**src/rtl/reg_write_arbiter_if.sv**
```systemverilog
// Requester-side bus of the shared-register write arbiter.
// The lock signal is present only when REG_ARB_LOCK_EN is defined.
interface reg_write_arbiter_if #(
   parameter int WIDTH = 7,
   parameter int NREQ  = 4,
   parameter int IW    = $clog2(NREQ)
);
   logic [NREQ-1:0]       req;
   logic [NREQ*WIDTH-1:0] data_in;
`ifdef REG_ARB_LOCK_EN
   logic                  lock;
`endif
   logic [NREQ-1:0]       grant;
   logic [NREQ-1:0]       ack;
   logic [WIDTH-1:0]      q;
   logic [IW-1:0]         owner;
   logic                  busy;

`ifdef REG_ARB_LOCK_EN
   modport master (output req, data_in, lock, input grant, ack, q, owner, busy);
   modport slave  (input req, data_in, lock, output grant, ack, q, owner, busy);
`else
   modport master (output req, data_in, input grant, ack, q, owner, busy);
   modport slave  (input req, data_in, output grant, ack, q, owner, busy);
`endif
endinterface

```
**src/rtl/reg_write_arbiter.sv**
```systemverilog
// Round-robin req/grant/ack write arbiter owning one shared WIDTH-bit register.
// Optional macro REG_ARB_LOCK_EN adds a lock input that pins arbitration to one requester.
module reg_write_arbiter #(
   parameter int WIDTH = 7,
   parameter int NREQ  = 4
) (
   input logic                clk,
   input logic                reset,
   reg_write_arbiter_if.slave bus
);
   localparam int IW = $clog2(NREQ);

   typedef enum logic [1:0] {
      S_IDLE   = 2'b00,
      S_GRANT  = 2'b01,
      S_COMMIT = 2'b10
   } state_t;

   state_t           r_state;
   state_t           w_state_nxt;
   logic [IW-1:0]    r_idx;
   logic [IW-1:0]    r_ptr;
   logic [IW-1:0]    r_owner;
   logic [WIDTH-1:0] r_q;
   logic [IW-1:0]    w_sel;
   logic [IW-1:0]    w_cand;
   logic             w_any;
   logic             w_req_idx;
   logic [NREQ-1:0]  w_req_eff;
   logic [NREQ-1:0]  w_idx_oh;
   logic [WIDTH-1:0] w_din_sel;

`ifdef REG_ARB_LOCK_EN
   logic             r_locked;
   logic [IW-1:0]    r_lock_idx;

   // While locked only the lock holder is visible to the IDLE search.
   assign w_req_eff = r_locked ? (bus.req & (NREQ'(1) << r_lock_idx)) : bus.req;
`else
   assign w_req_eff = bus.req;
`endif

   assign w_req_idx = bus.req[r_idx];
   assign w_idx_oh  = NREQ'(1) << r_idx;

   // Walk ptr+NREQ down to ptr+1 so the nearest requester after ptr is the final winner.
   always_comb begin
      w_sel  = r_ptr;
      w_any  = 1'b0;
      w_cand = '0;
      for (int k = NREQ; k >= 1; k--) begin
         w_cand = IW'((int'(r_ptr) + k) % NREQ);
         if (w_req_eff[w_cand]) begin
            w_sel = w_cand;
            w_any = 1'b1;
         end
      end
   end

   always_comb begin
      w_din_sel = '0;
      for (int i = 0; i < NREQ; i++) begin
         if (r_idx == IW'(i)) w_din_sel = bus.data_in[i*WIDTH +: WIDTH];
      end
   end

   always_comb begin
      w_state_nxt = S_IDLE;
      case (r_state)
         S_IDLE:  w_state_nxt = w_any ? S_GRANT : S_IDLE;
         S_GRANT: w_state_nxt = w_req_idx ? S_COMMIT : S_IDLE;
         default: w_state_nxt = S_IDLE;
      endcase
   end

   always_ff @(posedge clk or posedge reset) begin
      if (reset) r_state <= S_IDLE;
      else       r_state <= w_state_nxt;
   end

   always_ff @(posedge clk or posedge reset) begin
      if (reset) begin
         r_idx      <= '0;
         r_ptr      <= IW'(NREQ - 1);
         r_owner    <= '0;
         r_q        <= '0;
`ifdef REG_ARB_LOCK_EN
         r_locked   <= 1'b0;
         r_lock_idx <= '0;
`endif
      end else begin
         case (r_state)
            S_IDLE: begin
               if (w_any) r_idx <= w_sel;
            end
            S_GRANT: begin
               if (w_req_idx) begin
                  r_q     <= w_din_sel;
                  r_owner <= r_idx;
               end
`ifdef REG_ARB_LOCK_EN
               else if (r_locked && (r_idx == r_lock_idx)) r_locked <= 1'b0;
`endif
            end
            S_COMMIT: begin
               r_ptr <= r_idx;
`ifdef REG_ARB_LOCK_EN
               r_locked <= bus.lock;
               if (bus.lock) r_lock_idx <= r_idx;
`endif
            end
            default: ;
         endcase
      end
   end

   // Handshake outputs come only from registered state so req never reaches them combinationally.
   assign bus.grant = (r_state == S_GRANT)  ? w_idx_oh : '0;
   assign bus.ack   = (r_state == S_COMMIT) ? w_idx_oh : '0;
   assign bus.busy  = (r_state != S_IDLE);
   assign bus.q     = r_q;
   assign bus.owner = r_owner;
endmodule

```
**src/flat_wrapper.sv**
```systemverilog
// flat-port wrapper written by rule: the top's interface ports become plain ports
module reg_write_arbiter_flat 
#(
   parameter int WIDTH = 7,
   parameter int NREQ  = 4
)
  (clk, reset, bus_req, bus_data_in, bus_grant, bus_ack, bus_q, bus_owner, bus_busy);
  reg_write_arbiter_if #(.WIDTH(WIDTH), .NREQ(NREQ)) bus_i ();
  input logic clk;
  input logic reset;
  input wire logic [$bits(bus_i.req)-1:0] bus_req;
  input wire logic [$bits(bus_i.data_in)-1:0] bus_data_in;
  output wire logic [$bits(bus_i.grant)-1:0] bus_grant;
  output wire logic [$bits(bus_i.ack)-1:0] bus_ack;
  output wire logic [$bits(bus_i.q)-1:0] bus_q;
  output wire logic [$bits(bus_i.owner)-1:0] bus_owner;
  output wire logic [$bits(bus_i.busy)-1:0] bus_busy;
  assign bus_i.req = bus_req;
  assign bus_i.data_in = bus_data_in;
  assign bus_grant = bus_i.grant;
  assign bus_ack = bus_i.ack;
  assign bus_q = bus_i.q;
  assign bus_owner = bus_i.owner;
  assign bus_busy = bus_i.busy;
  reg_write_arbiter #(.WIDTH(WIDTH), .NREQ(NREQ)) u_core (.clk(clk), .reset(reset), .bus(bus_i));
endmodule
```
**config.mk**
```make
export PLATFORM = sky130hd
export DESIGN_NAME = reg_write_arbiter_flat
export DESIGN_NICKNAME = d
export VERILOG_FILES = /design/src/rtl/reg_write_arbiter_if.sv /design/src/rtl/reg_write_arbiter.sv /design/src/flat_wrapper.sv
export SDC_FILE = /design/constraint.sdc
export NUM_CORES = 1
export LEC_CHECK = 0
export CORE_MARGIN = 4
export CORE_UTILIZATION = 39
export CTS_BUF_LIST = sky130_fd_sc_hd__clkbuf_8
export DETAILED_ROUTE_END_ITERATION = 12
export GPL_ROUTABILITY_DRIVEN = 0
export PLACE_DENSITY = 0.8
export RECOVER_POWER = 25
export SKIP_LAST_GASP = 1
export SYNTH_ARGS = -nofsm -noshare
export SYNTH_HDL_FRONTEND = slang
export SYNTH_SLANG_ARGS = --single-unit
```
**constraint.sdc**
```tcl
create_clock -name clk -period 2.1 [get_ports clk]
set_input_delay 0.21 -clock clk [delete_from_list [all_inputs] [get_ports clk]]
set_output_delay 0.21 -clock clk [all_outputs]
set_load 0.005 [all_outputs]
```
### Word level (Yosys, flattened, before mapping)

Cells that the tools add are included.

| word-level totals | value |
|---|---|
| register bits after elaboration | 15 |
| input port bits | 34 |
| output and inout port bits | 18 |

| cells by class | value |
|---|---|
| eq/ne operators | 5 |
| muxes and demuxes | 27 |
| shifts and indexed selects | 1 |
| add/subtract/negate cells | 4 |
| $lt $le $gt $ge | 5 |
| reduce and logical (&&, ||, !) cells | 5 |

Operator list:

| operator | count |
|---|---|
| $mux W7 | 4 |
| $lt A2 B3 Y1 const B | 5 |
| $bmux W1 S2 | 5 |
| $mux W1 | 10 |
| $mux W2 | 5 |
| $mux W4 | 2 |
| $eq A2 B2 Y1 const B | 3 |
| $add A2 B1 Y2 const B | 2 |
| $add A2 B2 Y2 const B | 2 |
| $eq A2 B1 Y1 const B | 2 |
| $logic_not A2 Y1 | 2 |
| $pmux W2 S2 | 1 |
| $reduce_and A2 Y1 | 2 |
| $shl A1 B2 Y4 const A | 1 |
| $reduce_bool A2 Y1 | 1 |

### Depth between registers and ports, before layout

| depth | value |
|---|---|
| word-level depth | 9 |
| mapped depth | 4 |

### Worst setup path before layout

No wires, ideal clock.

| path | value |
|---|---|
| kind | register -> register |
| start point | reg u_core.r_idx[1] |
| end point | reg u_core.r_owner[0], in the netlist u_core.bus.owner[0] |
| cell stages (with the launch flop) | 4 |
| setup slack | 0.582 ns |
| setup time | 0.125 ns |
| data arrival time | 1.394 ns |
| required time | 1.975 ns |
| path buffers | 0 |
| cell sequence | dfrtp_1 or3b_4 o22ai_4 mux2_2 |

| between the ends | value |
|---|---|
| word-level cells in the longest chain between the ends | 3 |

RTL lines:

| element | line | RTL |
|---|---|---|
| from (decl) | reg_write_arbiter.sv:21 | `logic [IW-1:0] r_idx;` |
| from (signal assigned) | reg_write_arbiter.sv:94 | `if (w_any) r_idx <= w_sel;` |
| $bmux W1 S2 | reg_write_arbiter.sv:43 | `assign w_req_idx = bus.req[r_idx];` |
| $mux W1 (implied by the code) | reg_write_arbiter.sv:43 |  |
| $reduce_and A2 Y1 (no source line) | - |  |
| to (signal assigned) | reg_write_arbiter.sv:99 | `r_owner <= r_idx;` |
| to (decl) | reg_write_arbiter.sv:23 | `logic [IW-1:0] r_owner;` |

No other way between the ends. The select of a mux whose other input is x is not followed.
A chain may end at the register's enable or synchronous reset.

### Final worst setup path

| path | value |
|---|---|
| start point | reg u_core.r_idx[1] |
| end point | out bus_grant[0] |

| between the ends | value |
|---|---|
| word-level cells in the longest chain between the ends | 2 |

RTL lines:

| element | line | RTL |
|---|---|---|
| $shl A1 B2 Y4 | reg_write_arbiter.sv:44 | `assign w_idx_oh = NREQ'(1) << r_idx;` |
| $mux W4 | reg_write_arbiter.sv:118 | `assign bus.grant = (r_state == S_GRANT) ? w_idx_oh : '0;` |
| to (decl) | flat_wrapper.sv:13 | `output wire logic [$bits(bus_i.grant)-1:0] bus_grant;` |

No other way between the ends.

==> results by group <==
Finish
  – Area growth syn-to-layout: 63.51%
  – Layout cells sized above 1: roughly a fifth
  – Post-Layout Inst Area: 1514 µm²
  – N_diodes: 0
  – Filler cells: 185
  – Nets: approximately 170

Global routing
  – Initial antenna violation count: 0
  – Largest net degree at the start of global routing: 16
  – GRT Resource Usage Total: 15.58%
  – Vias in the first global route: 912
  – Global-route wire length before repair: ~4 mm
  – Total grt overflow: 0

Clocking
  – Root Buffer: clkbuf_8
  – # resized after CTS: 0
  – Count of hold-fix buffers inserted at cts: 0
  – TritonCTS buffer count: 3
  – Clock Tree Buf Depth: 2
  – H-tree Lvls: 1
  – Clock Sinks: 15
  – Worst skew pair latency: 240 ps
  – Worst-path clk slew: ~60 ps
  – Post-CTS Setup Inserts: 0
  – CTS tree: yes

Synth
  – Syn. warnings: 0
  – Synth top area share: 35.14%
  – Syn avg cell area: 11.87 µm²
  – Area leader, netlist: dfrtp_1
  – Synthesized area: 925.9 µm²
  – Synth Flop Type: dfrtp_1
  – Seq cells post-synth: 15
  – Post-synth EDFFs: 0
  – Count of different cell masters after synthesis: 25
  – Mapped Nets: 112
  – Seq/Total Area, Yosys: just over 40%
  – Count leader, synth: dfrtp_1
  – Post-synth top cells: dfrtp_1 (13), mux2_2 (9), nor2_1 (9)
  – Synth area leaders: dfrtp_1 (35%), mux4_2 (17%), mux2_2 (11%), dfstp_2 (5.7%), nor2_1 (3.6%)
  – Synth async-reset ratio: 100.0%
  – Gate Count Post-Synth: 78

Hold path
  – HP Class: in2async

Floorplan
  – Io pins: between 50 and 60
  – DIE HEIGHT: roughly 57 µm
  – Number of cell rows: 17
  – Initial Utilization: 41.46%
  – Die area: approximately 3200 µm²
  – Core Region: between 2000 and 2500 µm²
  – Die Width: ~57 µm

Placement
  – Port Buffers: between 50 and 60
  – Post-DP HPWL: 1.911 mm
  – DP Area: between 1000 and 1500 µm²

Drt
  – DRT Pass-1 Iters: 4
  – # DRC: 0
  – Drt total wl: approximately 2.3 mm
  – Antenna Nets Post-Route: 0
  – WL per Instance: about 14 µm
  – Drt via density: roughly 5.2
  – Iteration-0 DRC Markers: 8
  – Via Count: ~830

Worst setup path
  – Slowest cell on crit path: clkdlybuf4s50_1
  – R2R depth: 3
  – Crit path DAT: roughly 1800 ps
  – Crit. End Element: output pin
  – Worst reg2reg setup slack: roughly 400 ps
  – Worst path cell trace: or3b_4, nor2_1, clkdlybuf4s50_1
  – CP Max Fanout: 8
  – WP data required: between 1500 and 2000 ps
  – Crit Path Class: reg2out
  – Worst r2r src: u_core.r_idx[1]
  – Crit start category: flop
  – Peak per-stage delay on the critical path: between 500 and 600 ps
  – Crit Reg-Reg Endpoint: u_core.bus.q[0]
  – Critical path origin: u_core.r_idx[1]

Pwr
  – Power, Total: around 0.0018 W
  – Power Dens Cells: roughly 1200 nW/µm²
  – Maximum vdd ir drop: about 710 µV
  – Leak: approximately 0.6 nW

STA
  – Endpoints failing setup: 0
  – Fin crit period: around 2000 ps
  – Final setup skew: approximately 4.7 ps
  – Setup TNS: 0 ps
  – RSZ-0062 raised after global routing: false
  – Fin. max-slew vios: 0
  – Crit share post-route: between 90% and 100%
  – Max_slew headroom: 62.70%
  – Slew of the pin with the lowest slew margin: approximately 560 ps
  – Fmax: roughly 500 MHz
  – Final hold violation count: 0

Run
  – Max_cap viols: 0

Run status
  – Status: complete, no violations
kinds of logic after synthesis:
logic type / after synthesis / synth area share [%]
DFF: 15 / 40.81
and+or+nand+nor: 26 / 14.73
muxes: 18 / 30.14
AOI/OAI and AO/OA: 12 / 9.865
buffers and inverters: 7 / 4.458
where the power goes:
group          switching, W  internal (W)  total, W  leakage [nW]
registers          0.000144      0.000452  0.000596         0.173
logic              0.000356      0.000665   0.00102         0.403
clock network     0.0000968      0.000131  0.000228        0.0255
through the flow:
stage                     cells  utilization, %  hold slack [ps]  worst slack, ps
after floorplan              78               -            110.0            581.7
after global placement      157           65.71            484.5            311.3
after detailed placement    157           65.71            494.3            294.3
after CTS                   161           67.79            344.1            88.30
after global routing        161           67.79            513.1            26.93
final                       161           67.79            457.2            105.6
cell usage in the layout, fill, tap and decap left out, types with 3 or more instances in the layout:
master / Yosys / final
clkdlybuf4s50_1: 0 / 50
dfrtp_1: 13 / 13
nor2_1: 9 / 9
mux2_2: 9 / 9
mux4_2: 7 / 7
nand2b_1: 5 / 5
nand2_1: 5 / 5
inv_1: 4 / 4
o21ai_0: 3 / 3
a21oi_1: 3 / 3
clkbuf_8: 0 / 3
buf_4: 0 / 3
layout make-up:
class,instances,area [µm²],area share (%)
Clock buffer,3,41.29,2.727
Clock inverter,1,5.005,0.3306
Inverter,4,15.01,0.9917
Multi-Input combinational cell,56,506.7,33.47
Sequential cell,15,377.9,24.96
Tap cell,28,35.03,2.314
Timing Repair Buffer,54,533.0,35.21
routing by layer:
| metal | track usage [%] | vias to the layer above | share of wire [%] |
|---|---|---|---|
| li1 | - | 398 | - |
| met2 | 26.90 | 29 | 51 |
| met3 | 4.598 | 0 | 8.8 |
| met5 | 0 | - | 0 |
| met4 | 4.407 | 0 | 0 |
| met1 | 18.54 | 407 | 40 |
flip-flops by register name, indices dropped and copies added (netlist names):
| signal | flops |
|---|---|
| u_core.r_ptr | 2 |
| u_core.r_idx | 2 |
| u_core.bus.owner | 2 |
| u_core.r_state | 2 |
| u_core.bus.q | 7 |
worst max-delay path: cells and delay by family, from the launching register on:
family | cells | cell delay, ps
AND/OR/NAND/NOR | 2 | 560
buffers and inverters | 1 | 520
flip-flops | 1 | 470
worst max-delay path by stage:
stage                                endpoint  slack [ps]  cells past startpoint
after global placement        u_core.bus.q[0]         310                      4
after global routing             bus_grant[3]          30                      4
after detailed placement      u_core.bus.q[0]         290                      4
after CTS                        bus_grant[0]          90                      3
after floorplan           u_core.bus.owner[0]         580                      3
final                            bus_grant[0]         110                      3
Power figures use the tool's default switching activity.
